--- src/rtl/ela_mem_arb_if.sv ---
// Bus bundle between the two requesters, the result-SRAM arbiter and the SRAM.
// slave: arbiter side. master: requester/SRAM side, i.e. the environment.
interface ela_mem_arb_if #(
   parameter int AW = 13,
   parameter int DW = 8
);
   logic          m0_req, m0_we, m0_last, m0_gnt, m0_rvalid;
   logic [AW-1:0] m0_addr;
   logic [DW-1:0] m0_wdata, m0_rdata;
   logic          m1_req, m1_we, m1_last, m1_gnt, m1_rvalid;
   logic [AW-1:0] m1_addr;
   logic [DW-1:0] m1_wdata, m1_rdata;
   logic          mem_ce, mem_we;
   logic [AW-1:0] mem_addr;
   logic [DW-1:0] mem_wdata, mem_rdata;

   modport slave (
      input  m0_req, m0_we, m0_addr, m0_wdata, m0_last,
      output m0_gnt, m0_rvalid, m0_rdata,
      input  m1_req, m1_we, m1_addr, m1_wdata, m1_last,
      output m1_gnt, m1_rvalid, m1_rdata,
      output mem_ce, mem_we, mem_addr, mem_wdata,
      input  mem_rdata
   );

   modport master (
      output m0_req, m0_we, m0_addr, m0_wdata, m0_last,
      input  m0_gnt, m0_rvalid, m0_rdata,
      output m1_req, m1_we, m1_addr, m1_wdata, m1_last,
      input  m1_gnt, m1_rvalid, m1_rdata,
      input  mem_ce, mem_we, mem_addr, mem_wdata,
      output mem_rdata
   );
endinterface

--- src/rtl/ela_mem_arb.sv ---
// Two-master burst arbiter for the single-port ELA result SRAM, with registered SRAM port.
// Optional ELA_ARB_FIXED_PRIO_EN: m0 wins ties and is never cut by the MAX_BURST cap.
module ela_mem_arb #(
   parameter int AW        = 13,
   parameter int DW        = 8,
   parameter int MAX_BURST = 128
) (
   input  logic      clk,
   input  logic      rst,
   ela_mem_arb_if.slave bus,
   output logic      busy
);
   localparam int CW     = $clog2(MAX_BURST + 1);
   localparam int STAGES = 1;

   typedef enum logic [1:0] {IDLE, OWN0, OWN1} state_t;

   state_t                  state, state_nx;
   logic                    rr, rr_nx;         // 0: ties go to m0
   logic [CW-1:0]           cnt, cnt_nx;
   logic [1:0]              req, we, last, gnt;
   logic [1:0][AW-1:0]      addr;
   logic [1:0][DW-1:0]      wdata;
   logic                    own, acc, o_req, x_req, cap, cap_en, tie_m1, rel;

   logic                    ce_q, we_q;
   logic [AW-1:0]           addr_q;
   logic [DW-1:0]           wdata_q;
   logic [STAGES:0]         vld_pipe, tag_pipe;

   assign req   = {bus.m1_req,   bus.m0_req};
   assign we    = {bus.m1_we,    bus.m0_we};
   assign last  = {bus.m1_last,  bus.m0_last};
   assign addr  = {bus.m1_addr,  bus.m0_addr};
   assign wdata = {bus.m1_wdata, bus.m0_wdata};

   assign own    = (state == OWN1);
   assign gnt[0] = (state == OWN0) && req[0];
   assign gnt[1] = (state == OWN1) && req[1];
   assign acc    = |gnt;
   assign o_req  = req[own];
   assign x_req  = req[~own];
   assign cap    = (cnt == CW'(MAX_BURST - 1));

`ifdef ELA_ARB_FIXED_PRIO_EN
   assign tie_m1 = 1'b0;
   assign cap_en = own;
`else
   assign tie_m1 = rr;
   assign cap_en = 1'b1;
`endif

   // owner gives up on last beat, on dropping req, or when capped with the other waiting
   assign rel = (state != IDLE) &&
                (!o_req || (acc && (last[own] || (cap && cap_en && x_req))));

   always_ff @(posedge clk or negedge rst) begin
      if (!rst) begin
         state <= IDLE;
         rr    <= 1'b0;
         cnt   <= '0;
      end else begin
         state <= state_nx;
         rr    <= rr_nx;
         cnt   <= cnt_nx;
      end
   end

   always_comb begin
      state_nx = state;
      rr_nx    = rr;
      cnt_nx   = cnt;
      case (state)
         IDLE: begin
            cnt_nx = '0;
            if (req[0] && (!req[1] || !tie_m1)) state_nx = OWN0;
            else if (req[1])                   state_nx = OWN1;
         end
         default: begin
            if (rel) begin
               state_nx = x_req ? (own ? OWN0 : OWN1) : IDLE;
               rr_nx    = ~own;
               cnt_nx   = '0;
            end else if (acc) begin
               cnt_nx = cap ? '0 : cnt + CW'(1);
            end
         end
      endcase
   end

   // SRAM port and read-return tags; tag is the owner at accept time
   always_ff @(posedge clk or negedge rst) begin
      if (!rst) begin
         ce_q     <= 1'b0;
         we_q     <= 1'b0;
         addr_q   <= '0;
         wdata_q  <= '0;
         vld_pipe <= '0;
         tag_pipe <= '0;
      end else begin
         ce_q <= acc;
         if (acc) begin
            we_q    <= we[own];
            addr_q  <= addr[own];
            wdata_q <= wdata[own];
         end
         vld_pipe <= {vld_pipe[STAGES-1:0], acc & ~we[own]};
         tag_pipe <= {tag_pipe[STAGES-1:0], own};
      end
   end

   always_comb begin
      busy          = (state != IDLE);
      bus.m0_gnt    = gnt[0];
      bus.m1_gnt    = gnt[1];
      bus.m0_rvalid = vld_pipe[STAGES] & ~tag_pipe[STAGES];
      bus.m1_rvalid = vld_pipe[STAGES] &  tag_pipe[STAGES];
      bus.m0_rdata  = bus.m0_rvalid ? bus.mem_rdata : '0;
      bus.m1_rdata  = bus.m1_rvalid ? bus.mem_rdata : '0;
   end

   assign bus.mem_ce    = ce_q;
   assign bus.mem_we    = we_q;
   assign bus.mem_addr  = addr_q;
   assign bus.mem_wdata = wdata_q;
endmodule
--- src/flat_wrapper.sv ---
// flat-port wrapper written by rule: the top's interface ports become plain ports
module ela_mem_arb_flat 
#(
   parameter int AW        = 13,
   parameter int DW        = 8,
   parameter int MAX_BURST = 128
)
  (clk, rst, busy, bus_m0_req, bus_m0_we, bus_m0_addr, bus_m0_wdata, bus_m0_last, bus_m0_gnt, bus_m0_rvalid, bus_m0_rdata, bus_m1_req, bus_m1_we, bus_m1_addr, bus_m1_wdata, bus_m1_last, bus_m1_gnt, bus_m1_rvalid, bus_m1_rdata, bus_mem_ce, bus_mem_we, bus_mem_addr, bus_mem_wdata, bus_mem_rdata);
  ela_mem_arb_if #(.AW(AW), .DW(DW)) bus_i ();
  input  logic clk;
  input  logic rst;
  output logic busy;
  input wire logic [$bits(bus_i.m0_req)-1:0] bus_m0_req;
  input wire logic [$bits(bus_i.m0_we)-1:0] bus_m0_we;
  input wire logic [$bits(bus_i.m0_addr)-1:0] bus_m0_addr;
  input wire logic [$bits(bus_i.m0_wdata)-1:0] bus_m0_wdata;
  input wire logic [$bits(bus_i.m0_last)-1:0] bus_m0_last;
  output wire logic [$bits(bus_i.m0_gnt)-1:0] bus_m0_gnt;
  output wire logic [$bits(bus_i.m0_rvalid)-1:0] bus_m0_rvalid;
  output wire logic [$bits(bus_i.m0_rdata)-1:0] bus_m0_rdata;
  input wire logic [$bits(bus_i.m1_req)-1:0] bus_m1_req;
  input wire logic [$bits(bus_i.m1_we)-1:0] bus_m1_we;
  input wire logic [$bits(bus_i.m1_addr)-1:0] bus_m1_addr;
  input wire logic [$bits(bus_i.m1_wdata)-1:0] bus_m1_wdata;
  input wire logic [$bits(bus_i.m1_last)-1:0] bus_m1_last;
  output wire logic [$bits(bus_i.m1_gnt)-1:0] bus_m1_gnt;
  output wire logic [$bits(bus_i.m1_rvalid)-1:0] bus_m1_rvalid;
  output wire logic [$bits(bus_i.m1_rdata)-1:0] bus_m1_rdata;
  output wire logic [$bits(bus_i.mem_ce)-1:0] bus_mem_ce;
  output wire logic [$bits(bus_i.mem_we)-1:0] bus_mem_we;
  output wire logic [$bits(bus_i.mem_addr)-1:0] bus_mem_addr;
  output wire logic [$bits(bus_i.mem_wdata)-1:0] bus_mem_wdata;
  input wire logic [$bits(bus_i.mem_rdata)-1:0] bus_mem_rdata;
  assign bus_i.m0_req = bus_m0_req;
  assign bus_i.m0_we = bus_m0_we;
  assign bus_i.m0_addr = bus_m0_addr;
  assign bus_i.m0_wdata = bus_m0_wdata;
  assign bus_i.m0_last = bus_m0_last;
  assign bus_m0_gnt = bus_i.m0_gnt;
  assign bus_m0_rvalid = bus_i.m0_rvalid;
  assign bus_m0_rdata = bus_i.m0_rdata;
  assign bus_i.m1_req = bus_m1_req;
  assign bus_i.m1_we = bus_m1_we;
  assign bus_i.m1_addr = bus_m1_addr;
  assign bus_i.m1_wdata = bus_m1_wdata;
  assign bus_i.m1_last = bus_m1_last;
  assign bus_m1_gnt = bus_i.m1_gnt;
  assign bus_m1_rvalid = bus_i.m1_rvalid;
  assign bus_m1_rdata = bus_i.m1_rdata;
  assign bus_mem_ce = bus_i.mem_ce;
  assign bus_mem_we = bus_i.mem_we;
  assign bus_mem_addr = bus_i.mem_addr;
  assign bus_mem_wdata = bus_i.mem_wdata;
  assign bus_i.mem_rdata = bus_mem_rdata;
  ela_mem_arb #(.AW(AW), .DW(DW), .MAX_BURST(MAX_BURST)) u_core (.clk(clk), .rst(rst), .bus(bus_i), .busy(busy));
endmodule
--- config.mk ---
export PLATFORM = sky130hd
export DESIGN_NAME = ela_mem_arb_flat
export DESIGN_NICKNAME = d
export VERILOG_FILES = /design/src/rtl/ela_mem_arb_if.sv /design/src/rtl/ela_mem_arb.sv /design/src/flat_wrapper.sv
export SDC_FILE = /design/constraint.sdc
export NUM_CORES = 1
export LEC_CHECK = 0
export BUFFER_PORTS_ARGS = -buffer_cell sky130_fd_sc_hd__buf_2
export CORE_UTILIZATION = 50
export CTS_BUF_LIST = sky130_fd_sc_hd__clkbuf_4 sky130_fd_sc_hd__clkbuf_8
export CTS_CLUSTER_DIAMETER = 80
export DETAILED_ROUTE_END_ITERATION = 7
export PLACE_DENSITY = 0.87
export SYNTH_ARGS = -nofsm -noshare
export SYNTH_HDL_FRONTEND = slang
export SYNTH_SLANG_ARGS = --single-unit
--- constraint.sdc ---
create_clock -name clk -period 2.8 [get_ports clk]
set_input_delay 0.56 -clock clk [delete_from_list [all_inputs] [get_ports clk]]
set_output_delay 0.56 -clock clk [all_outputs]
set_load 0.005 [all_outputs]
After elaboration in Yosys (flattened, before gate mapping)
Cells that the tools add are included.
{"block": "word_totals", "reg_bits": 38, "latchBits": 0, "ram_bits": 0, "rom_bits": 0, "inputBits": 58, "out_inout_bits": 44, "word_cells": 66, "memories": 0}
{"block": "classes", "add_sub_neg": 1, "mul": 0, "div_mod_pow": 0, "n_lt_le_gt_ge": 2, "eq_ne": 4, "n_shift": 0, "n_mux": 24, "bitwise_logic": 7, "reduce_logical": 19}
{"operator": "2-to-1 mux 8 bit", "n": 8}
{"operator": "2-to-1 mux 13 bit", "n": 2}
{"operator": "2-to-1 mux 2 bit", "n": 6}
{"operator": "adder 8 x 1 -> 8 bit (second input constant)", "n": 1}
{"operator": "equality test 8 x 7 -> 1 bit (second input constant)", "n": 1}
{"operator": "2-to-1 mux 1 bit", "n": 8}
{"operator": "logical AND 1 bit", "n": 6}
{"operator": "less-than comparator 1 x 2 -> 1 bit (second input constant)", "n": 2}
{"operator": "inverter 1 bit", "n": 4}
{"operator": "AND reduction 2 bit", "n": 2}
{"operator": "nonzero test 2 bit", "n": 2}
{"operator": "bitwise AND 1 bit", "n": 3}
{"operator": "logical NOT 1 bit", "n": 3}
{"operator": "logical OR 1 bit", "n": 3}
{"operator": "inequality test 3 x 2 -> 1 bit (second input constant)", "n": 1}
{"operator": "nonzero test 3 bit", "n": 1}
{"operator": "equality test 2 x 1 -> 1 bit (second input constant)", "n": 1}
{"operator": "equality test 2 bit (second input constant)", "n": 1}
{"operator": "logical NOT 2 bit", "n": 1}
{"operator": "OR reduction 2 bit", "n": 1}

Longest topological paths before layout
{"block": "depth", "depth_word": 11, "mapped_depth": 8, "ltp_nobuf": 6}

Least setup slack after synthesis
Ideal clock, no wire load.
{"block": "synth_timing", "kind": "input to register", "startpoint": "input bus_m0_req", "endpoint": "register u_core.cnt[4]", "setup_ps": 124, "arrival_time_ps": 1338, "t_required_ps": 2676, "setup_slack_ps": 1337, "stages": 6, "path_buffers": 0, "path_cell_list": "and3b_1 a21oi_2 inv_1 nand4_1 xor2_1 nor2_1"}
{"item": "start, declared", "line": "flat_wrapper.sv:13", "text": "input wire logic [$bits(bus_i.m0_req)-1:0] bus_m0_req;"}
{"item": "logical AND 1 bit *", "line": "ela_mem_arb.sv:38", "text": "assign gnt[0] = (state == OWN0) && req[0];"}
{"item": "OR reduction 2 bit *", "line": "ela_mem_arb.sv:40", "text": "assign acc = |gnt;"}
{"item": "via u_core.acc", "line": "ela_mem_arb.sv:24", "text": "logic own, acc, o_req, x_req, cap, cap_en, tie_m1, rel;"}
{"item": "logical AND 1 bit", "line": "ela_mem_arb.sv:55", "text": "(!o_req || (acc && (last[own] || (cap && cap_en && x_req))));"}
{"item": "logical OR 1 bit", "line": "ela_mem_arb.sv:55"}
{"item": "logical AND 1 bit", "line": "ela_mem_arb.sv:54", "text": "assign rel = (state != IDLE) &&"}
{"item": "2-to-1 mux 8 bit", "line": "ela_mem_arb.sv:80", "text": "if (rel) begin"}
{"item": "2-to-1 mux 8 bit", "line": "ela_mem_arb.sv:73", "text": "case (state)"}
{"item": "end signal, assigned", "line": "ela_mem_arb.sv:65", "text": "cnt <= cnt_nx;"}
{"item": "end, declared", "line": "ela_mem_arb.sv:20", "text": "logic [CW-1:0] cnt, cnt_nx;"}
Mark *: on every way through the listed nets, which the timed path passes. The rest lies on a longest branch. The select of a mux whose other input is x is not followed.
A chain may end at the register's enable or synchronous reset.

Worst setup path after layout
{"block": "layout_timing", "startpoint": "register u_core.state[1]", "endpoint": "register u_core.cnt[4]"}
{"item": "start, declared", "line": "ela_mem_arb.sv:18", "text": "state_t state, state_nx;"}
{"item": "start signal, assigned", "line": "ela_mem_arb.sv:63", "text": "state <= state_nx;"}
{"item": "equality test 2 x 1 -> 1 bit / equality test 2 bit (equally long branches)", "line": "ela_mem_arb.sv:38, ela_mem_arb.sv:39"}
{"item": "logical AND 1 bit, on equally long branches", "line": "ela_mem_arb.sv:38, ela_mem_arb.sv:39"}
{"item": "OR reduction 2 bit *", "line": "ela_mem_arb.sv:40"}
{"item": "via u_core.acc", "line": "ela_mem_arb.sv:24"}
{"item": "logical AND 1 bit", "line": "ela_mem_arb.sv:55"}
{"item": "logical OR 1 bit", "line": "ela_mem_arb.sv:55"}
{"item": "logical AND 1 bit", "line": "ela_mem_arb.sv:54"}
{"item": "2-to-1 mux 8 bit", "line": "ela_mem_arb.sv:80"}
{"item": "2-to-1 mux 8 bit", "line": "ela_mem_arb.sv:73"}
Marks and branches as above.

==> impl_metrics.py <==
metrics = {
    "clock_network": {
        "cts.sinks": 38,
        "numCtsBuffers": 5,
        "cts_root_buffer": "clkbuf_8",
        "holdBufCountCts": 0,
        "cts_resized": 0,
        "clk_pin_slew_ps": 70,
        "cts_tree": "built",
        "clk_latency_ps": 280,
        "clockBufferDepth": 2,
        "post_cts_buffers": 0,
        "htreeDepth": 2,
    },
    "global_routing": {
        "antenna_found_initial": 0,
        "grt_pass1_wl_mm": 6.78,
        "track_usage_pct": 21.4,
        "grt_pass1_vias": 1533,
        "grt_max_degree": 39,
        "grt-ovfl-total": 0,
    },
    "sta": {
        "worst_slack_ps": 760,
        "period_share_pct": 72.9,
        "final.setup.tns_ps": 0,
        "hold_ws_ps": 351,
        "finClkSkew_ps": 3.22,
        "max_freq_mhz": 490,
        "worst_pin_slew_ps": 797,
        "hold_viol_final": 0,
        "setup_viol": 0,
        "relSlewSlack_pct": 46.9,
        "period_needed_ps": 2040,
        "slew_viol_final": 0,
        "rsz0062_at_grt": "no",
    },
    "yosys": {
        "synth_area_sq_um": 1990,
        "syn_nets": 261,
        "ys_seq_area_share_pct": 47.9,
        "synth_cell_types": 43,
        "async_reset_ff_share_pct": 100,
        "postSynthCellCount": 202,
        "syn_area_per_cell_sq_um": 9.84,
        "yosys_warnings": 0,
        "synth-edff-count": 0,
        "synth_ff_type": "dfrtp_1",
        "ys_ff_latch": 38,
    },
    "cells_and_area": {
        "layout_commonest_cell": "buf_2",
        "drive_gt1_share_pct": 38.1,
        "final_util_pct": 69.4,
        "most-common-layout-cells": "101 x buf_2, 38 x dfrtp_1, 31 x nand2_1",
        "final_nets": 360,
        "area_growth_pct": 30.7,
        "diodes": 0,
        "n_fill_cell": 300,
    },
    "drt": {
        "wirelength_mm": 4.29,
        "vias": 1803,
        "wl_per_cell_microns": 12.3,
        "drtIter0Drc": 61,
        "drc": 0,
        "ant_nets": 0,
        "firstDrtPassIters": 4,
        "vias_per_cell": 5.15,
    },
    "floorplan": {
        "initial_utilization_pct": 53.1,
        "fp.dieW_microns": 65.0,
        "ioPinCount": 102,
        "core_sq_um": 3740,
        "rows": 22,
        "floorplan.die_area_sq_um": 4230,
        "die_h_microns": 65.0,
    },
    "worst_setup_path": {
        "startpoint_type": "register",
        "arrival_ps": 2200,
        "cp.required_ps": 2960,
        "end_kind": "register",
        "crit_type": "reg -> reg",
        "cp_max_fo": 26,
    },
    "placement": {
        "routabilityCongestion": 0.858,
        "io_buffers": 101,
        "pre_cts_slack_ps": 617,
        "dp_hpwl_mm": 3.35,
    },
    "pwr": {
        "ir_drop_v": 0.000498,
        "report.power.total_mw": 2.22,
        "pwr_density_cell_nw_per_um2": 854,
        "p_leak_nw": 1.38,
    },
    "outcome": {
        "outcome": "finished clean",
    },
    "flow_run": {
        "maxCapViolCount": 0,
    },
    "hold_path": {
        "min_path_type": "reg -> reg",
    },
}
## worst max-delay path, cell delays in order, from the launching register on
cell	delay (ps)
dfrtp_1	550
and3b_1	260
a21oi_4	450
inv_1	240
nand4_1	170
xor2_1	180
nor2_1	60
## final timing paths
path	end	depth (start not counted)	startpoint	slack [ps]
max in group asynchronous	u_core.bus.mem_addr[9]	1	rst	1940
worst max-delay path	u_core.cnt[4]	6	u_core.state[1]	760
worst min register to register	u_core.vld_pipe[1]	0	u_core.vld_pipe[0]	350
min in group asynchronous	u_core.bus.mem_we	1	rst	360
worst max register to register	u_core.cnt[4]	6	u_core.state[1]	760
worst min-delay path	u_core.vld_pipe[1]	0	u_core.vld_pipe[0]	350
## cell families after synthesis
family / after synthesis / synth area share (%)
AOI/OAI and AO/OA: 42 / 12.8
and+or+nand+nor: 79 / 20.6
buffers and inverters: 14 / 4.22
xor gates and xnor gates: 4 / 1.76
adders and majority gates: 1 / 0.630
DFF: 38 / 47.9
muxes: 24 / 12.1
## per-layer routing
layer	global-route usage (%)	part of all wire (%)
met1	23.9	40
met2	38.9	51
met3	4.23	7.3
met4	9.78	2.1
met5	0	0
## synthesized netlist by cell type (all sizes together), types with 2 or more instances
cell | count | share of area [%]
inv | 3 | 0.57
nand2 | 31 | 5.9
and2 | 9 | 2.8
clkbuf | 3 | 0.57
nand4 | 2 | 0.63
buf | 8 | 3.1
nand2b | 3 | 0.94
nor2b | 4 | 1.6
dfrtp | 38 | 48
xor2 | 4 | 1.8
o21ai | 25 | 6.5
and3 | 8 | 2.5
mux2i | 24 | 12
o211ai | 2 | 0.76
nand3 | 6 | 1.5
nor2 | 7 | 1.3
a21oi | 4 | 1.2
nor3 | 2 | 0.50
## layout make-up
class	count	area, sq um	area share, %
clock buffers	7	90.1	3.47
clock inverters	1	5.00	0.193
well taps	48	60.1	2.31
inverters	3	11.3	0.434
multi-input cells	150	960	36.9
flip-flops and latches	38	951	36.6
repair buffers	103	520	20.0
## metrics by stage
stage	cell area, sq um	instances
after floorplan	1990	202
after global placement	2500	342
after detailed placement	2500	342
after CTS	2600	350
after global routing	2600	350
final	2600	350
## flip-flops by register name, indices dropped and copies added, names as in the netlist
| register | flops |
|---|---|
| u_core.vld_pipe | 2 |
| u_core.state | 2 |
| u_core.bus.mem_we | 1 |
| u_core.bus.mem_addr | 13 |
| u_core.cnt | 8 |
| u_core.bus.mem_wdata | 8 |
| u_core.bus.mem_ce | 1 |
| u_core.tag_pipe | 2 |
| u_core.rr | 1 |
## power by group
group	total [mW]	switching (mW)	internal, mW
logic	0.937	0.493	0.444
clock network	0.384	0.176	0.208
registers	0.897	0.143	0.754
total	2.22	0.813	1.41
No activity file was read; power rests on OpenSTA's default activity.
